<file path="config.mk">
export PLATFORM = sky130hd
export DESIGN_NAME = multicycle_ctrl_flat
export DESIGN_NICKNAME = d
export VERILOG_FILES = /design/src/rtl/multicycle_ctrl_pkg.sv /design/src/rtl/multicycle_ctrl_if.sv /design/src/rtl/multicycle_ctrl_perf_counters.sv /design/src/rtl/multicycle_ctrl.sv /design/src/flat_wrapper.sv
export SDC_FILE = /design/constraint.sdc
export NUM_CORES = 1
export LEC_CHECK = 0
export ABC_AREA = 1
export CAP_MARGIN = 10
export CORE_MARGIN = 2
export CORE_UTILIZATION = 45
export DETAILED_ROUTE_END_ITERATION = 8
export DONT_BUFFER_PORTS = 1
export PLACE_DENSITY_LB_ADDON = 0.08
export SYNTH_ARGS = -nofsm -noshare
export SYNTH_HDL_FRONTEND = slang
export SYNTH_SLANG_ARGS = --single-unit
</file>
<file path="constraint.sdc">
create_clock -name clk -period 5.5 [get_ports clk]
set_input_delay 0.825 -clock clk [delete_from_list [all_inputs] [get_ports clk]]
set_output_delay 0.825 -clock clk [all_outputs]
set_load 0.01 [all_outputs]
</file>
<file path="src/rtl/multicycle_ctrl_pkg.sv">
// Shared definitions for the RV64 multi-cycle controller: opcodes, FSM state
// encodings, ALU source/op select codes and the bundled control word.
package multicycle_ctrl_pkg;

    localparam int CNT_W_DEF    = 64;
    localparam int WAIT_MAX_DEF = 15;

    localparam logic [6:0] OP_R_TYPE = 7'b0110011;
    localparam logic [6:0] OP_I_TYPE = 7'b0010011;
    localparam logic [6:0] OP_LOAD   = 7'b0000011;
    localparam logic [6:0] OP_STORE  = 7'b0100011;
    localparam logic [6:0] OP_BRANCH = 7'b1100011;

    typedef enum logic [3:0] {
        S_FETCH  = 4'd0,
        S_DECODE = 4'd1,
        S_EXEC_R = 4'd2,
        S_EXEC_I = 4'd3,
        S_ADDR   = 4'd4,
        S_MEM_RD = 4'd5,
        S_MEM_WR = 4'd6,
        S_WB_ALU = 4'd7,
        S_WB_MEM = 4'd8,
        S_BRANCH = 4'd9,
        S_TRAP   = 4'd10
    } state_e;

    typedef enum logic [1:0] {
        SRC_A_PC     = 2'b00,
        SRC_A_RS1    = 2'b01,
        SRC_A_OLD_PC = 2'b10
    } alu_src_a_e;

    typedef enum logic [1:0] {
        SRC_B_RS2  = 2'b00,
        SRC_B_FOUR = 2'b01,
        SRC_B_IMM  = 2'b10
    } alu_src_b_e;

    typedef enum logic [1:0] {
        ALU_ADD   = 2'b00,
        ALU_SUB   = 2'b01,
        ALU_FUNCT = 2'b10
    } alu_op_e;

    typedef struct packed {
        logic       pc_write;
        logic       ir_write;
        logic       reg_write;
        logic       mem_read;
        logic       mem_write;
        logic       i_or_d;
        alu_src_a_e alu_src_a;
        alu_src_b_e alu_src_b;
        alu_op_e    alu_op;
        logic       mem_to_reg;
        logic       pc_src;
        logic       trap;
    } ctrl_t;

    // States that hold a request on the shared memory port and may stall on it.
    function automatic logic is_mem_wait_state(state_e s);
        return (s == S_FETCH) || (s == S_MEM_RD) || (s == S_MEM_WR);
    endfunction

endpackage

</file>
<file path="src/rtl/multicycle_ctrl_if.sv">
// Controller <-> datapath bundle: decode inputs, memory handshake, every
// datapath enable/select, and the debug state/counter outputs.
interface multicycle_ctrl_if
    import multicycle_ctrl_pkg::*;
#(
    parameter int CNT_W = CNT_W_DEF
);

    logic [6:0]       opcode;
    logic [2:0]       funct3;
    logic             zero;
    logic             mem_ready;

    logic             pc_write;
    logic             ir_write;
    logic             reg_write;
    logic             mem_read;
    logic             mem_write;
    logic             i_or_d;
    logic [1:0]       alu_src_a;
    logic [1:0]       alu_src_b;
    logic [1:0]       alu_op;
    logic             mem_to_reg;
    logic             pc_src;

    logic [3:0]       state;
    logic             trap;
    logic [CNT_W-1:0] cycle_count;
    logic [CNT_W-1:0] instr_count;

    modport master (
        input  opcode, funct3, zero, mem_ready,
        output pc_write, ir_write, reg_write, mem_read, mem_write, i_or_d,
               alu_src_a, alu_src_b, alu_op, mem_to_reg, pc_src,
               state, trap, cycle_count, instr_count
    );

    modport slave (
        output opcode, funct3, zero, mem_ready,
        input  pc_write, ir_write, reg_write, mem_read, mem_write, i_or_d,
               alu_src_a, alu_src_b, alu_op, mem_to_reg, pc_src,
               state, trap, cycle_count, instr_count
    );

endinterface

</file>
<file path="src/rtl/multicycle_ctrl_perf_counters.sv">
// Free-running cycle counter and retired-instruction counter; both wrap
// modulo 2^CNT_W and clear on synchronous reset.
module multicycle_ctrl_perf_counters
    import multicycle_ctrl_pkg::*;
#(
    parameter int CNT_W = CNT_W_DEF
) (
    input  logic             clk,
    input  logic             reset,
    input  logic             i_retire,
    input  logic             i_trap,
    output logic [CNT_W-1:0] o_cycle_count,
    output logic [CNT_W-1:0] o_instr_count
);

    logic [CNT_W-1:0] r_cycle_count;
    logic [CNT_W-1:0] r_instr_count;

    // NOTE: state registers use <= so every flop samples pre-edge values.
    always_ff @(posedge clk) begin
        if (!reset) begin
            r_cycle_count <= '0;
            r_instr_count <= '0;
        end else begin
            r_cycle_count <= r_cycle_count + 1'b1;
            if (i_retire && !i_trap) begin
                r_instr_count <= r_instr_count + 1'b1;
            end
        end
    end

    assign o_cycle_count = r_cycle_count;
    assign o_instr_count = r_instr_count;

endmodule

</file>
<file path="src/rtl/multicycle_ctrl.sv">
// Multi-cycle RV64 sequencer: FETCH/DECODE/EXECUTE/MEM/WB FSM driving the
// datapath controls, with a memory-stall watchdog that aborts to TRAP.
module multicycle_ctrl
    import multicycle_ctrl_pkg::*;
#(
    parameter int CNT_W    = CNT_W_DEF,
    parameter int WAIT_MAX = WAIT_MAX_DEF
) (
    input  logic              clk,
    input  logic              reset,
    multicycle_ctrl_if.master bus
);

    localparam int                WAIT_W    = $clog2(WAIT_MAX + 1);
    localparam logic [WAIT_W-1:0] WAIT_LAST = WAIT_W'(WAIT_MAX - 1);

    state_e            r_state;
    state_e            w_next_state;
    logic [WAIT_W-1:0] r_wait;
    logic [WAIT_W-1:0] w_wait_next;
    logic              w_wait_limit;
    logic              w_retire;
    ctrl_t             w_ctrl;
    ctrl_t             w_ctrl_out;
    logic              w_unused;

    // Trips on the WAIT_MAX-th consecutive stall; a ready in that cycle still wins.
    assign w_wait_limit = !bus.mem_ready && (r_wait == WAIT_LAST);

    // NOTE: every always_comb output gets a default first, so no path infers a latch.
    always_comb begin : next_state_logic
        w_next_state = r_state;
        case (r_state)
            S_FETCH: begin
                if (bus.mem_ready)     w_next_state = S_DECODE;
                else if (w_wait_limit) w_next_state = S_TRAP;
            end
            S_DECODE: begin
                case (bus.opcode)
                    OP_R_TYPE:         w_next_state = S_EXEC_R;
                    OP_I_TYPE:         w_next_state = S_EXEC_I;
                    OP_LOAD, OP_STORE: w_next_state = S_ADDR;
                    OP_BRANCH:         w_next_state = S_BRANCH;
                    default:           w_next_state = S_TRAP;
                endcase
            end
            S_EXEC_R, S_EXEC_I: w_next_state = S_WB_ALU;
            S_ADDR: begin
                w_next_state = (bus.opcode == OP_LOAD) ? S_MEM_RD : S_MEM_WR;
            end
            S_MEM_RD: begin
                if (bus.mem_ready)     w_next_state = S_WB_MEM;
                else if (w_wait_limit) w_next_state = S_TRAP;
            end
            S_MEM_WR: begin
                if (bus.mem_ready)     w_next_state = S_FETCH;
                else if (w_wait_limit) w_next_state = S_TRAP;
            end
            S_WB_ALU, S_WB_MEM, S_BRANCH: w_next_state = S_FETCH;
            S_TRAP:  w_next_state = S_TRAP;
            default: w_next_state = S_TRAP;
        endcase
    end

    always_comb begin : wait_counter_logic
        w_wait_next = '0;
        if (is_mem_wait_state(r_state) && !bus.mem_ready && (w_next_state == r_state)) begin
            w_wait_next = r_wait + 1'b1;
        end
    end

    // Only the last state of an instruction ever transitions back to FETCH.
    assign w_retire = (w_next_state == S_FETCH) && (r_state != S_FETCH);

    always_ff @(posedge clk) begin
        if (!reset) begin
            r_state <= S_FETCH;
            r_wait  <= '0;
        end else begin
            r_state <= w_next_state;
            r_wait  <= w_wait_next;
        end
    end

    always_comb begin : output_decode
        w_ctrl = '0;
        case (r_state)
            S_FETCH: begin
                w_ctrl.mem_read  = 1'b1;
                w_ctrl.alu_src_b = SRC_B_FOUR;
                w_ctrl.ir_write  = bus.mem_ready;
                w_ctrl.pc_write  = bus.mem_ready;
            end
            S_DECODE: begin
                w_ctrl.alu_src_a = SRC_A_OLD_PC;
                w_ctrl.alu_src_b = SRC_B_IMM;
            end
            S_EXEC_R: begin
                w_ctrl.alu_src_a = SRC_A_RS1;
                w_ctrl.alu_src_b = SRC_B_RS2;
                w_ctrl.alu_op    = ALU_FUNCT;
            end
            S_EXEC_I: begin
                w_ctrl.alu_src_a = SRC_A_RS1;
                w_ctrl.alu_src_b = SRC_B_IMM;
                w_ctrl.alu_op    = ALU_FUNCT;
            end
            S_ADDR: begin
                w_ctrl.alu_src_a = SRC_A_RS1;
                w_ctrl.alu_src_b = SRC_B_IMM;
                w_ctrl.alu_op    = ALU_ADD;
            end
            S_MEM_RD: begin
                w_ctrl.mem_read = 1'b1;
                w_ctrl.i_or_d   = 1'b1;
            end
            S_MEM_WR: begin
                w_ctrl.mem_write = 1'b1;
                w_ctrl.i_or_d    = 1'b1;
            end
            S_WB_ALU: begin
                w_ctrl.reg_write = 1'b1;
            end
            S_WB_MEM: begin
                w_ctrl.reg_write  = 1'b1;
                w_ctrl.mem_to_reg = 1'b1;
            end
            S_BRANCH: begin
                w_ctrl.alu_src_a = SRC_A_RS1;
                w_ctrl.alu_src_b = SRC_B_RS2;
                w_ctrl.alu_op    = ALU_SUB;
                w_ctrl.pc_src    = 1'b1;
                w_ctrl.pc_write  = bus.zero ^ bus.funct3[0];
            end
            S_TRAP: begin
                w_ctrl.trap = 1'b1;
            end
            default: w_ctrl = '0;
        endcase
    end

    // While reset is held every request and select is forced low, dropping any access.
    assign w_ctrl_out = reset ? w_ctrl : '0;

    assign bus.pc_write   = w_ctrl_out.pc_write;
    assign bus.ir_write   = w_ctrl_out.ir_write;
    assign bus.reg_write  = w_ctrl_out.reg_write;
    assign bus.mem_read   = w_ctrl_out.mem_read;
    assign bus.mem_write  = w_ctrl_out.mem_write;
    assign bus.i_or_d     = w_ctrl_out.i_or_d;
    assign bus.alu_src_a  = w_ctrl_out.alu_src_a;
    assign bus.alu_src_b  = w_ctrl_out.alu_src_b;
    assign bus.alu_op     = w_ctrl_out.alu_op;
    assign bus.mem_to_reg = w_ctrl_out.mem_to_reg;
    assign bus.pc_src     = w_ctrl_out.pc_src;
    assign bus.trap       = w_ctrl_out.trap;
    assign bus.state      = r_state;

    multicycle_ctrl_perf_counters #(
        .CNT_W (CNT_W)
    ) u_perf_counters (
        .clk           (clk),
        .reset         (reset),
        .i_retire      (w_retire),
        .i_trap        (w_ctrl.trap),
        .o_cycle_count (bus.cycle_count),
        .o_instr_count (bus.instr_count)
    );

    // Only funct3[0] distinguishes beq from bne; the upper bits are decoded elsewhere.
    assign w_unused = &{1'b0, bus.funct3[2:1]};

endmodule

</file>
<file path="src/flat_wrapper.sv">
// flat-port wrapper written by rule: the top's interface ports become plain ports
module multicycle_ctrl_flat import multicycle_ctrl_pkg::*;
#(
    parameter int CNT_W    = CNT_W_DEF,
    parameter int WAIT_MAX = WAIT_MAX_DEF
)
  (clk, reset, bus_opcode, bus_funct3, bus_zero, bus_mem_ready, bus_pc_write, bus_ir_write, bus_reg_write, bus_mem_read, bus_mem_write, bus_i_or_d, bus_alu_src_a, bus_alu_src_b, bus_alu_op, bus_mem_to_reg, bus_pc_src, bus_state, bus_trap, bus_cycle_count, bus_instr_count);
  multicycle_ctrl_if #(.CNT_W(CNT_W)) bus_i ();
  input  logic clk;
  input  logic reset;
  input wire logic [$bits(bus_i.opcode)-1:0] bus_opcode;
  input wire logic [$bits(bus_i.funct3)-1:0] bus_funct3;
  input wire logic [$bits(bus_i.zero)-1:0] bus_zero;
  input wire logic [$bits(bus_i.mem_ready)-1:0] bus_mem_ready;
  output wire logic [$bits(bus_i.pc_write)-1:0] bus_pc_write;
  output wire logic [$bits(bus_i.ir_write)-1:0] bus_ir_write;
  output wire logic [$bits(bus_i.reg_write)-1:0] bus_reg_write;
  output wire logic [$bits(bus_i.mem_read)-1:0] bus_mem_read;
  output wire logic [$bits(bus_i.mem_write)-1:0] bus_mem_write;
  output wire logic [$bits(bus_i.i_or_d)-1:0] bus_i_or_d;
  output wire logic [$bits(bus_i.alu_src_a)-1:0] bus_alu_src_a;
  output wire logic [$bits(bus_i.alu_src_b)-1:0] bus_alu_src_b;
  output wire logic [$bits(bus_i.alu_op)-1:0] bus_alu_op;
  output wire logic [$bits(bus_i.mem_to_reg)-1:0] bus_mem_to_reg;
  output wire logic [$bits(bus_i.pc_src)-1:0] bus_pc_src;
  output wire logic [$bits(bus_i.state)-1:0] bus_state;
  output wire logic [$bits(bus_i.trap)-1:0] bus_trap;
  output wire logic [$bits(bus_i.cycle_count)-1:0] bus_cycle_count;
  output wire logic [$bits(bus_i.instr_count)-1:0] bus_instr_count;
  assign bus_i.opcode = bus_opcode;
  assign bus_i.funct3 = bus_funct3;
  assign bus_i.zero = bus_zero;
  assign bus_i.mem_ready = bus_mem_ready;
  assign bus_pc_write = bus_i.pc_write;
  assign bus_ir_write = bus_i.ir_write;
  assign bus_reg_write = bus_i.reg_write;
  assign bus_mem_read = bus_i.mem_read;
  assign bus_mem_write = bus_i.mem_write;
  assign bus_i_or_d = bus_i.i_or_d;
  assign bus_alu_src_a = bus_i.alu_src_a;
  assign bus_alu_src_b = bus_i.alu_src_b;
  assign bus_alu_op = bus_i.alu_op;
  assign bus_mem_to_reg = bus_i.mem_to_reg;
  assign bus_pc_src = bus_i.pc_src;
  assign bus_state = bus_i.state;
  assign bus_trap = bus_i.trap;
  assign bus_cycle_count = bus_i.cycle_count;
  assign bus_instr_count = bus_i.instr_count;
  multicycle_ctrl #(.CNT_W(CNT_W), .WAIT_MAX(WAIT_MAX)) u_core (.clk(clk), .reset(reset), .bus(bus_i));
endmodule
</file>
======== Word level (Yosys, flattened, before mapping) ========
Index checks and enable logic that the tools add are counted.
storage, ports and cells
  logic and storage cells ................. 66
  output and inout port bits .............. 147
  bits in registers ....................... 136
cells by class
  reduce and logical (&&, ||, !) cells .... 21
  bitwise logic cells ..................... 1
  add/sub/neg operators ................... 3
  equality and inequality tests ........... 17
  mux-type cells .......................... 20
operator list
  operator                                                          count
  64-bit by 1-bit adder with 64-bit output (second input constant)  2
  4-bit one-hot mux with 7 select lines                             1
  4-bit by 3-bit == test with 1-bit output (second input constant)  4
  4-bit == test (second input constant)                             4
  4-bit two-way mux                                                 4
  4-bit one-hot mux with 4 select lines                             1
  15-bit two-way mux                                                1
  7-bit by 6-bit == test with 1-bit output (second input constant)  2
  2-bit one-hot mux with 2 select lines                             3
  2-bit OR reduction                                                5
  4-bit by 2-bit == test with 1-bit output (second input constant)  2
  4-bit zero test                                                   2
  1-bit two-way mux                                                 8
  7-bit by 2-bit == test with 1-bit output (second input constant)  1
  7-bit by 5-bit == test with 1-bit output (second input constant)  1
  7-bit == test (second input constant)                             1
  3-bit OR reduction                                                2
  1-bit logical AND                                                 5
  4-bit by 1-bit adder with 4-bit output (second input constant)    1
  4-bit by 1-bit == test with 1-bit output (second input constant)  1
  4-bit == test                                                     1
  4-bit nonzero test                                                1
  4-bit OR reduction                                                1
  1-bit zero test                                                   2
  5 further kinds                                                   6

======== Longest topological paths before layout ========
Gate-level depths: netlist of run 1.
  depth in word-level cells ............... 8
  mapped depth ............................ 13
  gate-level depth less buffers ........... 12

======== By module ========
Synthesis of run 1 repeated with hierarchy kept, for this count alone.
unflattened totals
  cell total of the unflattened synthesis .. 1,328
  area, all modules ....................... 8,042.7 um2
modules (own cells, without submodules)
  module                         area each (um2)  sequential area each (um2)  cells an instance  instances
  multicycle_ctrl_perf_counters  7,288.2          2,562.5                     1,194              1
  multicycle_ctrl                754.5            160.2                       134                1

======== Worst setup path before layout of run 1 ========
No wires, ideal clock.
  path kind ............................... input to output
  start point ............................. in reset
  end point ............................... out bus_alu_op[1]
  stages .................................. 5
  arrival time ............................ 1.736 ns
  setup slack ............................. 2.939 ns
  buffers on the path ..................... 3
  cell sequence ........................... clkbuf_1 inv_1 clkbuf_1 buf_1 nor2_1
on the way
  cells in the longest elaborated chain, start to end .. 1
RTL lines
  what                line                    text
  from (decl)         flat_wrapper.sv:10      input logic reset;
  15-bit two-way mux  multicycle_ctrl.sv:143  assign w_ctrl_out = reset ? w_ctrl : '0;
  to (decl)           flat_wrapper.sv:23      output wire logic [$bits(bus_i.alu_op)-1:0] bus_alu_op;
No other way between the ends.

======== Worst setup path after layout of run 1 ========
  start point ............................. reg u_core.r_state[1], in the netlist u_core.bus.state[1]
  end point ............................... reg u_core.u_perf_counters.r_instr_count[1], in the netlist u_core.u_perf_counters.o_instr_count[1]
on the way
  cells in the longest elaborated chain, start to end .. 6
  elaborated cells between the ends (all ways) .. 24
RTL lines
  what                                                              line                                 text
  from (decl)                                                       multicycle_ctrl.sv:17                state_e r_state;
  from (signal assigned)                                            multicycle_ctrl.sv:80                r_state <= w_next_state;
  4-bit by 3-bit == test with 1-bit output (tied with other cells)  multicycle_ctrl.sv:33                case (r_state)
  3-bit OR reduction (tied with other cells)                        multicycle_ctrl.sv:33
  4-bit one-hot mux with 7 select lines                             multicycle_ctrl.sv:33
  4-bit zero test                                                   multicycle_ctrl.sv:73                assign w_retire = (w_next_state == S_FETCH) && (r_state != S_FETCH);
  1-bit logical AND                                                 multicycle_ctrl.sv:73
  1-bit logical AND *                                               multicycle_ctrl_perf_counters.sv:26  if (i_retire && !i_trap) begin
  to (signal assigned)                                              multicycle_ctrl_perf_counters.sv:27  r_instr_count <= r_instr_count + 1'b1;
  to (decl)                                                         multicycle_ctrl_perf_counters.sv:17  logic [CNT_W-1:0] r_instr_count;
Every way passes the cells marked *; elsewhere a longest branch is shown, timed or not.
A chain may end at the register's enable or synchronous reset.

==> run metrics, run 1 <==
fin crit period=approximately 2900 ps; clk_lat worst skew=440 ps; DRT Pass-1 Iters=5; vias in the first global route=8489; RSZ-0062 raised after global routing=false; Buffers on Ports=0; Top FF cell, synth=dfxtp_1; Final setup viols=0; final core utilization=49.7%; Net Sw Power=1.18 mW; most frequent cells in the layout=473 x nand2_1, 233 x nor2_1, 136 x dfxtp_1; HP Class=reg2reg; Die ar.=20600 um^2; worst slew pin tran=811 ps; Setup crit end kind=flip-flop; DR DRC count=0; sequential share of power=between 30% and 40%; Yosys cell types=35; wire length per cell=17.0 um; root buf cell=clkbuf_16; die height=~140 um; Mapped Area=8760 um^2; placed insts=1697; max-cap violations=0; CTS resizes=0; CTS H-Tree Depth=4; Fin. Hold Viols=0; fillcell total=about 2100; num ports=approximately 160; internal power=1.97 mW; Startpoint Class=flip-flop; Detail Placement HPWL=22800 um; maximum VDD drop=0.345 mV; Synth Area in XOR/XNOR=4.10%; DIE WIDTH=144 um; Post-Synth Adder-Cell Area=0.571%; switching part of the total power=~37%; Core Region=19300 um^2; max frequency=0.348 GHz; Lkg Pwr=2.98 nW; Async SR Flop Fraction=0%; compound-gate portion of the synthesized area=9.31%; Synth area leader=dfxtp_1; Seq/Total Area, Yosys=31.1%; ANT cells=0; Seq cells post-synth=136; CTS tree=built; first-pass GRT wire length=45400 um; layout cell share with drive strength beyond 1=5.94%; Power Total=3.15 mW; commonest non-fill, non-tap cell in the layout=nand2_1; non-filler cells, final=~1700; clock sink total=136; Max FO, Critical Path=64; CP Data Required Time=5820 ps; Area Overhead vs Synth=9.24%; simple-gate share of the synthesized area=between 40% and 50%; gr ovfl total=0; combinational group share of total power=26.0%; setup TNS=0 ps; row count=51; worst path arrival time=3190 ps; clock skew=roughly 11 ps; RePlAce Congestion=between 0.9 and 1; YS warnings=0; initial antenna violation count=0; Final ANT Viol Nets=0; vias=slightly above 9000; Synthesized Nets=1480; Vias per Instance=5.28; Num CTS Buffers=17; Detailed Route Iter0 Violations=666; final worst path period share=52.2%; WL final=29400 um; final slew viol count=0; WS Path Type=reg2reg; PD cells=329 nW/um^2; outcome=finished, final reports clean; synthesized area per cell=5.99 um^2; pin count of the biggest net entering global routing=73; Worst slew margin=45.9%; Initial Utilization=45.5%; number of synthesized flops with an enable pin=0; Max Buffers Root-to-Sink=2; largest family of logic cells by synthesized area=simple AND/OR/NAND/NOR gates; Synth top area share=31.1%; clk slew on worst S/H paths=60 ps; post-synthesis cell count=1462; buffers inserted by post-CTS timing repair=0; hold buffers post-CTS=0; Final #Nets=1469; top post-synthesis cells by area=dfxtp_1 31%, nand2_1 20%, nor2_1 10%; multiplexer share of the synthesized area=0%; GRT Resource Usage Total=28.6%; clock share of power=40.7%
power groups by stage:
stage | combinational [mW] | sequential, mW | clock [mW]
after global routing | 0.888 | 1.05 | 1.34
after CTS | 0.820 | 1.05 | 1.29
final | 0.819 | 1.05 | 1.28
after floorplan | 0.751 | 1.06 | 0
after detailed placement | 0.819 | 1.07 | 0
after global placement | 0.820 | 1.07 | 0
Yosys cell counts, types with 2 or more instances:
library cell  number
nand4_1           44
buf_2              7
nand3b_1          11
or2_2             19
xor2_1            16
buf_6              6
nand3_1          104
xnor2_1           25
nor3_1            37
nor2_1           233
nor2_4             3
nor2_2             5
inv_1            133
inv_2              4
clkbuf_1          15
a21oi_2            5
nor3b_1            2
a21oi_1          127
and2_1             5
nand3_2           11
nand2_1          473
buf_4              4
o21ai_0           20
nand2_2            4
dfxtp_1          136
ha_1               4
cell families after synthesis:
| logic type | after synthesis |
|---|---|
| AO/OA/AOI/OAI | 157 |
| XOR/XNOR | 41 |
| adder cells (fa/ha/maj) | 4 |
| buffers and inverters | 171 |
| flip-flops | 136 |
| AND/OR/NAND/NOR | 953 |
stage by stage:
| stage | area, um^2 | hold slack [ps] | worst slack (ps) |
|---|---|---|---|
| detailed placement | 8930 | 464 | 2300 |
| finish | 9570 | 467 | 2630 |
| floorplan | 8760 | 430 | 2940 |
| CTS | 9570 | 479 | 2620 |
| global route | 9570 | 502 | 2370 |
| global placement | 8930 | 447 | 2330 |
cell type report:
cell class                      count  area, um^2  share of cell area (%)
Clock inverter                     12         199                    2.08
Tap cell                          265         332                    3.46
Timing Repair Buffer                3        22.5                   0.235
Inverter                          138         520                    5.44
Multi-Input combinational cell   1155        5330                    55.7
Clock buffer                       20         447                    4.67
Sequential cell                   136        2720                    28.4
per-layer routing:
metal  track usage, %  share of wire (%)  wire, um
met5                0                  0         0
met4             11.0                3.2       937
met3             6.93                6.2      1820
met2             50.3                 49     14400
met1             33.5                 42     12200
registers in the layout (all words and copies together), names as in the netlist:
signal	flops
u_core.bus.state	4
u_core.r_wait	4
u_core.u_perf_counters.o_cycle_count	64
u_core.u_perf_counters.o_instr_count	64
worst max-delay path, stage by stage (launching register included):
cell     delay [ps]
dfxtp_1         540
nor2_2           90
nand2_1         160
nand2_1         100
a21oi_1         150
nand2_1         120
nor2_4          110
buf_4           510
nand2_4         560
o21ai_0         330
nor2_1           60
final timing paths:
kind | from | endpoint | slack (ps) | cells past startpoint
setup / recovery | u_core.bus.state[1] | u_core.u_perf_counters.o_instr_count[1] | 2630 | 10
hold reg to reg | u_core.r_wait[0] | u_core.r_wait[0] | 470 | 1
setup reg to reg | u_core.bus.state[1] | u_core.u_perf_counters.o_instr_count[1] | 2630 | 10
hold / removal | u_core.r_wait[0] | u_core.r_wait[0] | 470 | 1
Power figures use the tool's default switching activity.
==> run 2, diff against run 1 <==
ABC_AREA = 0   (was 1)
clock period = 2.33 ns   (was 5.5 ns; I/O delays follow)
==> run metrics, run 2 <==
crit-path leading delay family=simple AND/OR/NAND/NOR gates; YS warnings=0; CP max stage cell=or4_1; reg-to-reg startpoint=u_core.r_wait[0]; Seq cells post-synth=136; Num CTS Buffers=17; Area Overhead vs Synth=27.8%; worst hold slack=66.0 ps; HP Class=in2reg; Fin. Hold Viols=0; Detail Placement HPWL=12200 um; Lkg Pwr=2.90 nW; clock sink total=between 100 and 150; CP max stage delay=between 500 and 600 ps; Vias per Instance=5.84; fin area=8650 um^2; Max FO, Critical Path=36; worst slew pin tran=about 660 ps; die height=~130 um; CTS tree=built; final worst path period share=99.1%; dominant cell by count in the synthesized netlist=dfxtp_1; clk slew on worst S/H paths=50 ps; final slew viol count=0; Setup crit end kind=flip-flop; CP Data Required Time=about 2700 ps; max-cap violations=0; outcome=finished, final reports clean; Worst slew margin=55.8%; Seq/Total Area, Yosys=40.2%; CP Cell Sequence=inv_1, ha_2, and3_4, a32oi_1, o211a_1, buf_4, nand4_1, buf_12, or4_1, a21oi_1; Synth area leader=dfxtp_1; max frequency=about 0.43 GHz; wire length per cell=16.4 um; first-pass GRT wire length=between 20000 and 30000 um; post-synthesis cell count=832; Startpoint Class=flip-flop; maximum VDD drop=~0.51 mV; GRT Resource Usage Total=22.1%; synth cell count leaders=136 x dfxtp_1, 86 x nor2_1, 71 x a21oi_1; commonest non-fill, non-tap cell in the layout=dfxtp_1; row count=44; Die ar.=16000 um^2; initial antenna violation count=0; worst path arrival time=2640 ps; fin crit period=2310 ps; root buf cell=clkbuf_16; Async SR Flop Fraction=0%; RePlAce Congestion=0.873; Max Buffers Root-to-Sink=2; pin count of the biggest net entering global routing=60; layout cell share with drive strength beyond 1=22.0%; top post-synthesis cells by area=dfxtp_1 40%, xnor2_1 5.7%, a21oi_1 5.3%; Detailed Route Iter0 Violations=approximately 290; Initial Utilization=46.4%; DR DRC count=0; Final ANT Viol Nets=0; vias=6501; WS Path Type=reg2reg; DRT Pass-1 Iters=6; PD cells=758 nW/um^2; clock skew=just under 7 ps; Top FF cell, synth=dfxtp_1; Final setup viols=0; WL final=18300 um; Synthesized Nets=850; dpl cell area=7570 um^2; worst path bufs/invs=3; hold_sp=reset; Mapped Area=6770 um^2; gr ovfl total=0; Final #Nets=934; CTS H-Tree Depth=4; clk_lat worst skew=420 ps; DIE WIDTH=127 um; Yosys cell types=52; most frequent cells in the layout=121 x dfxtp_1, 94 x buf_4, 85 x nor2_1; ANT cells=0; Core Region=14600 um^2; number of synthesized flops with an enable pin=0; num ports=161; synthesized area per cell=8.13 um^2; Buffers on Ports=0; vias in the first global route=between 6000 and 7000; Synth top area share=40.2%; RSZ-0062 raised after global routing=true; Worst Setup SP=u_core.r_wait[0]
==> run 2: changes by cell type after synthesis, sizes merged, moves of 20 or more <==
cell and change:
nand3 -62, nor4 +22, o21ai +30, nand2 -426, or4 +23, nor2 -155
o31ai +20, or3 +48, inv -112, a21oi -61
==> run 2: per-stage QoR <==
step                      setup WS, ps  utilization (%)  power [mW]  setup TNS, ps  cells
after floorplan                   95.6                -        3.21              0    832
after global routing             -61.3             59.3        6.82           -557   1113
after CTS                        0.227             56.9        6.37              0   1101
after global placement            32.6             51.9        3.55              0   1065
after detailed placement         -68.7             51.9        3.59           -130   1065
final                             21.0             59.3        6.55              0   1113
==> run 2: repair_timing <==
item	4_1_cts	5_1_grt
setup endpoints to repair	7	51
hold endpoints to repair	0	0
pin swaps	1	22
gates cloned	3	2
hold buffers	0	0
buffers inserted	1	11
gates resized for setup	6	64
==> run 2: worst paths after layout <==
check                                             endpoint  slack, ps  cells past startpoint
setup / recovery  u_core.u_perf_counters.o_instr_count[15]         20                     10
hold / removal                         u_core.bus.state[0]         70                      1
setup reg to reg  u_core.u_perf_counters.o_instr_count[15]         20                     10
hold reg to reg                           u_core.r_wait[0]        500                      2
==> run 2: cells by family (layout without fill, tap and decap cells) <==
| logic type | after synthesis | count (layout) | share of synthesized area [%] |
|---|---|---|---|
| xor+xnor | 58 | 58 | 7.51 |
| mux | 2 | 2 | 0.296 |
| simple gates | 401 | 401 | 33.2 |
| flops | 136 | 136 | 40.2 |
| buf+inv | 71 | 168 | 4.62 |
| fa+ha+maj | 4 | 4 | 0.740 |
| compound gates | 160 | 160 | 13.4 |
==> run 2: layer usage <==
metal	track usage, %	vias up	part of all wire [%]
met5	0	-	0
met2	36.7	162	49
met1	26.1	3118	42
li1	-	3192	-
met4	7.37	0	1.5
met3	8.52	29	7.6
==> run 2: cell type report <==
cell class | instances | area [um^2]
inverter | 25 | 96.3
timing repair buffer | 111 | 1040
sequential | 136 | 2750
fill | 1330 | 5940
tap | 184 | 230
clock buffer | 24 | 492
clock inverter | 8 | 118
multi-input combinational | 625 | 3920
==> run 2: power by group <==
part / internal, mW / switching, mW
sequential: 2.39 / 0.0819
combinational: 0.585 / 0.732
clock: 1.79 / 0.973
total: 4.77 / 1.79
